===== src/rtl/valve_pkg.sv =====
// Shared types and default build constants for the valve pulse driver.
package valve_pkg;

    localparam int unsigned CNT_W_DEF   = 16;
    localparam int unsigned MIN_OFF_DEF = 1000;

    typedef enum logic [1:0] {
        IDLE  = 2'd0,
        OPEN  = 2'd1,
        GUARD = 2'd2
    } state_t;

endpackage


===== src/rtl/down_counter.sv =====
// Loadable down counter shared by the open-time and guard-time phases.
module down_counter #(
    parameter int unsigned W = 16
) (
    input  logic         clock,
    input  logic         reset,
    input  logic         load,
    input  logic [W-1:0] load_val,
    input  logic         dec,
    output logic [W-1:0] value,
    output logic         is_one
);

    // is_one is tracked alongside value so the FSM sees a registered flag
    always_ff @(posedge clock or negedge reset) begin
        if (!reset) begin
            value  <= '0;
            is_one <= 1'b0;
        end else if (load) begin
            value  <= load_val;
            is_one <= (load_val == W'(1));
        end else if (dec) begin
            value  <= value - W'(1);
            is_one <= (value == W'(2));
        end
    end

endmodule


===== src/rtl/valve_pulse_driver.sv =====
// Turns single-cycle start/stop commands into a timed valve-open level
// followed by a mandatory off-time guard.
module valve_pulse_driver
    import valve_pkg::*;
#(
    parameter int unsigned CNT_W   = CNT_W_DEF,
    parameter int unsigned MIN_OFF = MIN_OFF_DEF
) (
    input  logic             clock,
    input  logic             reset,
    input  logic             start,
    input  logic             stop,
    input  logic [CNT_W-1:0] duration,
    output logic             valve,
    output logic             busy,
    output logic             done,
    output logic             aborted,
    output logic [CNT_W-1:0] remaining
);

    localparam logic [CNT_W-1:0] GUARD_LEN = CNT_W'(MIN_OFF);
    localparam bit               HAS_GUARD = (MIN_OFF != 0);

    state_t           state_q;
    state_t           state_d;
    logic             cnt_load;
    logic [CNT_W-1:0] cnt_load_val;
    logic             cnt_dec;
    logic [CNT_W-1:0] cnt_value;
    logic             cnt_is_one;
    logic             valve_d;
    logic             busy_d;
    logic             done_d;
    logic             aborted_d;
    logic [CNT_W-1:0] remaining_d;

    down_counter #(.W(CNT_W)) u_cnt (
        .clock    (clock),
        .reset    (reset),
        .load     (cnt_load),
        .load_val (cnt_load_val),
        .dec      (cnt_dec),
        .value    (cnt_value),
        .is_one   (cnt_is_one)
    );

    // Next state, counter control and next output values
    always_comb begin
        state_d      = state_q;
        cnt_load     = 1'b0;
        cnt_load_val = '0;
        cnt_dec      = 1'b0;
        valve_d      = 1'b0;
        busy_d       = 1'b0;
        done_d       = 1'b0;
        aborted_d    = 1'b0;
        remaining_d  = '0;
        case (state_q)
            IDLE: begin
                if (start && (duration != '0)) begin
                    state_d      = OPEN;
                    cnt_load     = 1'b1;
                    cnt_load_val = duration;
                    valve_d      = 1'b1;
                    busy_d       = 1'b1;
                    remaining_d  = duration;
                end
            end
            OPEN: begin
                if (stop || cnt_is_one) begin
                    // stop takes priority over a natural finish in the same cycle
                    aborted_d = stop;
                    done_d    = !stop;
                    if (HAS_GUARD) begin
                        state_d      = GUARD;
                        cnt_load     = 1'b1;
                        cnt_load_val = GUARD_LEN;
                        busy_d       = 1'b1;
                    end else begin
                        state_d = IDLE;
                    end
                end else begin
                    cnt_dec     = 1'b1;
                    valve_d     = 1'b1;
                    busy_d      = 1'b1;
                    remaining_d = cnt_value - CNT_W'(1);
                end
            end
            GUARD: begin
                if (cnt_is_one || (cnt_value == '0)) begin
                    state_d = IDLE;
                end else begin
                    cnt_dec = 1'b1;
                    busy_d  = 1'b1;
                end
            end
            default: state_d = IDLE;
        endcase
    end

    always_ff @(posedge clock or negedge reset) begin
        if (!reset) begin
            state_q   <= IDLE;
            valve     <= 1'b0;
            busy      <= 1'b0;
            done      <= 1'b0;
            aborted   <= 1'b0;
            remaining <= '0;
        end else begin
            state_q   <= state_d;
            valve     <= valve_d;
            busy      <= busy_d;
            done      <= done_d;
            aborted   <= aborted_d;
            remaining <= remaining_d;
        end
    end

endmodule

===== config.mk =====
export PLATFORM = sky130hd
export DESIGN_NAME = valve_pulse_driver
export DESIGN_NICKNAME = d
export VERILOG_FILES = /design/src/rtl/valve_pkg.sv /design/src/rtl/down_counter.sv /design/src/rtl/valve_pulse_driver.sv
export SDC_FILE = /design/constraint.sdc
export NUM_CORES = 1
export LEC_CHECK = 0
export ABC_AREA = 1
export CAP_MARGIN = 0
export CORE_ASPECT_RATIO = 0.6
export CORE_MARGIN = 5
export CORE_UTILIZATION = 40
export CTS_BUF_LIST = sky130_fd_sc_hd__clkbuf_16
export CTS_CLUSTER_SIZE = 28
export DETAILED_ROUTE_END_ITERATION = 10
export SYNTH_ARGS = -nofsm -noshare
export SYNTH_HDL_FRONTEND = slang
export SYNTH_SLANG_ARGS = --single-unit

===== constraint.sdc =====
create_clock -name clock -period 2.4 [get_ports clock]
set_clock_uncertainty 0.2 [all_clocks]
set_input_delay 0.36 -clock clock [delete_from_list [all_inputs] [get_ports clock]]
set_output_delay 0.36 -clock clock [all_outputs]
set_load 0.02 [all_outputs]

==> results.cfg, run 1 <==
[run_status]
status = completed

[hold_path]
min_path_type = in -> async

[yosys]
seq_area_frac_synth = 0.4375
avgSynthCellArea_um2 = 8.482
synth_cell_types = 38
syn_area_um2 = 2231
synthTopCellsByArea = dfrtp_1 (44%), nand2_1 (8.7%), nor2_1 (5.0%), o21ai_0 (4.7%), ha_1 (3.9%)
synth.net_count = 290
syn_inst = 263
synth_warnings = 0
ys_ff_latch = 39
synth_area_leader_cell = dfrtp_1
synth_top_area_share = 0.4375

[sta]
fin_tns_setup_ns = 0
fmax_ghz = 0.4658
relSlewSlack = 0.7755
fin_hold_ws_ns = 0.2222
setup_viol = 0
finalCriticalPeriod_ns = 2.147
final.period_utilization = 0.8945
rsz0062_at_grt = false
slew_viol_final = 0
finalHoldViolCount = 0
tightest_slew_ns = 0.3364

[route]
wl_met3_um = 329
drc = 0
wl_per_cell_um = 15.22
routed_wl_um = 5755
ant_nets = 0
vias = 1915
wl_met2_um = 2213
drt_iter0_drc = 150
wl_met1_um = 3171
highest_layer = met4
avgViaCountPerCell = 5.066
first_pass_iters = 4

[finish]
diodes = 0
synthToLayoutAreaGrowth_pct = 26.70
fin_cells = 378
nets = 337
drive_gt1_frac = 0.1359
nFillCells = 511

[power_and_ir_drop]
leakagePower_uw = 0.001270
p_per_area_nw_per_um2 = 1297
peakVddDrop_v = 0.0005076

[clocking]
insertion_delay_ns = 0.28
ctsResizeCount = 0
clock-root-buffer = clkbuf_16
htreeDepth = 2
cts_tree = yes
clkTransAtPathRegs_ns = 0.06
cts_buffers = 5
cts_sinks = 39
clk_path_buf_depth = 2

[floorplanning]
io-pin-count = 40
die_h_um = 67.85
die_w_um = 106.4
core_area_um2 = 5492
floorplan.initialDensity = 0.4062
std_cell_rows = 21
dieArea_um2 = 7219

[global_routing]
grt_pass1_vias = 1850
grt_pass1_wl_um = 9680
grt_start_max_net_pins = 33
antenna_found_initial = 0
grt_overflow = 0
grt_use_total = 0.1754

[worst_setup_path]
crit_fanout = 5
startpoint_type = flip-flop
cp_slowest_stage_delay_ns = 0.41
r2r-start = u_cnt.value[0]
endpoint_kind = flip-flop
crit_type = reg -> reg
cp_cell_sequence = inv_2 -> ha_1 -> nand2_2 -> nor3b_4 -> nand3_2 -> nor2_1 -> nor2_1 -> nor2_1 -> nand2_1 -> nand3_1 -> o21ai_1
rrSetupSlack_ns = 0.25
startpoint = u_cnt.value[0]
cp.arrival_ns = 2.10
required_ns = 2.35
worst_path_max_delay_cell = dfrtp_1
path_common_cell = nor2_1

[job]
cap_viol_max_count = 0

[placement]
place_hpwl_um = 4483
routabilityCongestion = 0.8482
place_inst = 371
portBuffers = 39
## kinds of logic after synthesis
kind of cell,after synthesis,synth area share
AOI/OAI and AO/OA,53,0.1402
xor gates and xnor gates,11,0.04318
adders and majority gates,7,0.03926
buffers and inverters,33,0.07515
DFF,39,0.4375
and+or+nand+nor,120,0.2647
## flip-flops by register name, indices dropped and copies added (netlist names)
| signal | flops |
|---|---|
| valve | 1 |
| aborted | 1 |
| u_cnt.value | 16 |
| u_cnt.is_one | 1 |
| state_q | 2 |
| busy | 1 |
| remaining | 16 |
| done | 1 |
## power breakdown
| part | internal, uW | switching (uW) |
|---|---|---|
| Combinational | 733 | 1190 |
| Clock | 369 | 244 |
| Sequential | 924 | 201 |
## area by class of cell
| type | instances | area [um2] | share of cell area |
|---|---|---|---|
| inverter | 26 | 100.1 | 0.03541 |
| tap | 69 | 86.33 | 0.03054 |
| multi-input combinational | 191 | 1087 | 0.3847 |
| timing repair buffer | 47 | 447.9 | 0.1585 |
| clock buffer | 5 | 125.1 | 0.04427 |
| sequential | 39 | 975.9 | 0.3453 |
| clock inverter | 1 | 3.754 | 0.001328 |
## critical path, delay by kind of cell (launching register included)
family	cells	cell delay (ns)
adders and majority gates	1	0.23
AOI/OAI and AO/OA	1	0.07
DFF	1	0.41
buffers and inverters	1	0.12
and+or+nand+nor	8	0.98
## what timing repair did
action                                  CTS  global route
endpoints found under the hold margin    39             0
hold buffers                              1             0
buffers inserted                          0             0
endpoints found under the setup margin    0             0
## worst paths after layout
path	to	depth (start not counted)
worst min-delay path	valve	2
worst min register to register	remaining[0]	1
worst max register to register	u_cnt.value[14]	11
max in group asynchronous	u_cnt.value[11]	3
worst max-delay path	u_cnt.value[14]	11
min in group clock	remaining[0]	1
## layer usage
layer | up-vias | global-route usage
li1 | 955 | -
met1 | 907 | 0.2705
met2 | 48 | 0.2445
met3 | 5 | 0.04430
met4 | 0 | 0.03828
met5 | - | 0
## synth_stat cells
cell type / count
xnor2_1: 1
xor2_1: 10
a31oi_2: 1
clkbuf_1: 1
a21oi_1: 2
a31o_1: 1
or2_0: 1
nor3b_4: 1
nand2_2: 5
buf_4: 1
nor3_1: 5
dfrtp_1: 39
a31o_2: 1
nand2_1: 52
o22ai_1: 3
nand4_1: 3
inv_4: 1
buf_6: 5
o21ai_0: 21
a31oi_1: 2
o211ai_1: 5
or2_1: 1
nor3_2: 1
nor2_1: 30
o31ai_1: 1
nor2_4: 2
nand3_4: 1
inv_1: 21
nand3_1: 7
nand3_2: 3
nor2_2: 4
o21ai_1: 13
ha_1: 7
nor4_1: 1
nand2_4: 2
inv_2: 4
nand3b_1: 1
o21ai_2: 3
## through the flow
| step | total power, uW | setup slack [ns] | utilization | instance area, um2 |
|---|---|---|---|---|
| floorplan | 2502 | 0.5720 | - | 2231 |
| global placement | 3038 | 0.06492 | 0.4894 | 2688 |
| detailed placement | 3046 | 0.03074 | 0.4894 | 2688 |
| CTS | 3675 | 0.2539 | 0.5147 | 2826 |
| global route | 3982 | 0.08223 | 0.5147 | 2826 |
| finish | 3666 | 0.2533 | 0.5147 | 2826 |
## layout by cell type, fill, tap and decap left out, drive strengths merged, types with 2 or more instances in the layout
| cell | netlist | final |
|---|---|---|
| dfrtp | 39 | 39 |
| nand3 | 11 | 11 |
| o211ai | 5 | 5 |
| xor2 | 10 | 10 |
| clkdlybuf4s50 | 0 | 38 |
| clkbuf | 1 | 5 |
| or2 | 2 | 2 |
| nand4 | 3 | 3 |
| nor2 | 36 | 36 |
| nor3 | 6 | 6 |
| a31oi | 3 | 3 |
| inv | 26 | 27 |
| o21ai | 37 | 37 |
| o22ai | 3 | 3 |
| a31o | 2 | 2 |
| nand2 | 59 | 59 |
| a21oi | 2 | 2 |
| ha | 7 | 7 |
| buf | 6 | 8 |
Power figures use the tool's default switching activity.
==> inputs of run 2 (changes only) <==
--- a/config.mk
+++ b/config.mk
@@ -5,12 +5,10 @@
 export SDC_FILE = /design/constraint.sdc
 export NUM_CORES = 1
 export LEC_CHECK = 0
-export ABC_AREA = 1
 export CAP_MARGIN = 0
 export CORE_ASPECT_RATIO = 0.6
 export CORE_MARGIN = 5
 export CORE_UTILIZATION = 40
-export CTS_BUF_LIST = sky130_fd_sc_hd__clkbuf_16
 export CTS_CLUSTER_SIZE = 28
 export DETAILED_ROUTE_END_ITERATION = 10
 export SYNTH_ARGS = -nofsm -noshare
==> run 2 against run 1 <==
- clock-buffer cell count did not move
- synthesized area down 2.9%
- largest power group unchanged
- largest cell class unchanged
- fmax is 4.7% lower
- critical endpoint is now u_cnt.value[7]
- highest routed layer unchanged
==> results.cfg, run 2 <==
[yosys]
ys_ff_latch = 39
synth.net_count = 244
syn_area_um2 = 2167
seq_area_frac_synth = 0.4503
synth_warnings = 0
syn_inst = 217
synthTopCellsByArea = dfrtp_1 (45%), o21ai_0 (6.7%), xnor2_1 (4.4%), ha_1 (4.0%), xor2_1 (4.0%)
synth_top_area_share = 0.4503
synth_area_leader_cell = dfrtp_1
synthArstFlopShare = 1.000
synth_edf_count = 0
ys.flop_type = dfrtp_1
synth_cell_types = 44
yosysMostFrequentCell = dfrtp_1
synth_common_cells = dfrtp_1 (39), o21ai_0 (29), nand2_1 (21)
avgSynthCellArea_um2 = 9.987

[global_routing]
met2_usage = 0.2445
grt_pass1_vias = 1893
grt-busiest-layer = met1
grt.met3_usage = 0.04937
grt_start_max_net_pins = 40
grt_overflow = 0
antenna_found_initial = 0
grt_pass1_wl_um = 9680
grt_use_total = 0.1759
grtUsageMet1 = 0.2646

[clocking]
postCtsSetupRepairBufs = 0
htreeDepth = 2
cts_sinks = 39
cts_tree = yes
clk_path_buf_depth = 2
clkTransAtPathRegs_ns = 0.09
clock-root-buffer = clkbuf_8
insertion_delay_ns = 0.30
cts_buffers = 5

[floorplanning]
io-pin-count = 40
core_area_um2 = 5155
die_w_um = 105.0
dieArea_um2 = 7038
floorplan.initialDensity = 0.4204
std_cell_rows = 20
die_h_um = 67.02

[finish]
drive_gt1_frac = 0.2116
synthToLayoutAreaGrowth_pct = 39.15
mostFrequentLayoutCell = dfrtp_1
reg_top3 = remaining: 16 flops, u_cnt.value: 16 flops, state_q: 2 flops
post-route-util = 0.5850
diodes = 0
final_cell_mix = dfrtp_1 (39), clkdlybuf4s50_1 (38), buf_4 (38)
nFillCells = 480
final_area_um2 = 3015
nets = 319

[placement]
place_hpwl_um = 4168
dpl_cell_area_um2 = 2877
post-place-ws_ns = -0.2624
portBuffers = 39
routabilityCongestion = 0.8224

[sta]
relSlewSlack = 0.6605
slew_viol_final = 0
finalHoldViolCount = 0
finalCriticalPeriod_ns = 2.252
fmax_ghz = 0.4441
setup_viol = 0
tightest_slew_ns = 0.5093
rsz0062_at_grt = false
fin_tns_setup_ns = 0
worst_slack_ns = 0.1483
final.period_utilization = 0.9382

[hold_path]
min_path_type = reg -> reg

[power_and_ir_drop]
power_frac_seq = 0.332
switching_share = 0.4019
peakVddDrop_v = 0.0004637
combPwrFrac = 0.509
leakagePower_uw = 0.001237
p_per_area_nw_per_um2 = 1192
pwr-share-clk = 0.160
internal_power_uw = 2149
power.switching_uw = 1444

[worst_setup_path]
crit_type = in -> reg
cp.arrival_ns = 2.29
required_ns = 2.44
startpoint_type = input pin
crit_fanout = 9
endpoint_kind = flip-flop
rrSetupSlack_ns = 0.18

[route]
drt_iter0_drc = 108
ant_nets = 0
drc = 0
first_pass_iters = 4
vias = 1889
routed_wl_um = 5632
avgViaCountPerCell = 5.262
wl_per_cell_um = 15.69

[job]
cap_viol_max_count = 0

[run_status]
status = completed
[run 2: timing repair]
| action | 4_1_cts | 5_1_grt |
|---|---|---|
| endpoints found under the setup margin | 0 | 11 |
| resized for setup | 0 | 5 |
| hold buffers | 1 | 0 |
| hold endpoints to repair | 39 | 0 |
[run 2: kinds of logic after synthesis]
kind of cell / after synthesis / share of synthesized area
DFF: 39 / 0.4503
adders and majority gates: 7 / 0.04041
xor gates and xnor gates: 21 / 0.08487
AOI/OAI and AO/OA: 56 / 0.1651
buffers and inverters: 16 / 0.03811
and+or+nand+nor: 76 / 0.2107
muxes: 2 / 0.01039
[run 2: power by group through the flow]
stage	Combinational [uW]	Clock, uW	Sequential [uW]
after CTS	1830	582	1190
after detailed placement	1820	0	1200
after global placement	1800	0	1200
after global routing	2010	621	1250
final	1830	573	1190
after floorplan	971	0	1270
[run 2: path summary, 6_finish.rpt]
check                                     from             end  cells after the start
max in group asynchronous                reset      state_q[1]                      3
min in group asynchronous                reset           valve                      3
worst max-delay path              duration[11]  u_cnt.value[7]                      7
worst min-delay path                state_q[1]      state_q[1]                      1
worst min register to register      state_q[1]      state_q[1]                      1
worst max register to register  u_cnt.value[0]  u_cnt.value[1]                      7
[run 2: per-layer routing]
layer	part of all wire	up-vias
met5	0	-
met4	0.0050	0
met3	0.072	4
met2	0.41	52
met1	0.51	885
li1	-	948
[run 2: layout make-up]
| cell class | instances | area [um2] | share of cell area |
|---|---|---|---|
| Multi-Input combinational cell | 162 | 1125 | 0.3730 |
| Sequential cell | 39 | 975.9 | 0.3237 |
| Clock inverter | 3 | 43.79 | 0.01452 |
| Timing Repair Buffer | 79 | 700.7 | 0.2324 |
| Inverter | 5 | 18.77 | 0.006224 |
| Tap cell | 66 | 82.58 | 0.02739 |
| Clock buffer | 5 | 68.82 | 0.02282 |
[run 2: critical path, stage by stage]
cell	delay (ns)
clkdlybuf4s50_1	0.43
nor4_2	0.29
buf_4	0.16
nand4_1	0.13
o21a_2	0.30
or4_1	0.51
nand4_1	0.10
[run 2: per-stage QoR]
step | power [uW] | hold WS, ns | std cells
after global routing | 3880 | 0.4059 | 359
final | 3593 | 0.3791 | 359
after global placement | 2996 | 0.2536 | 350
after floorplan | 2236 | -0.1356 | 217
after CTS | 3605 | 0.3808 | 359
after detailed placement | 3026 | 0.2618 | 350
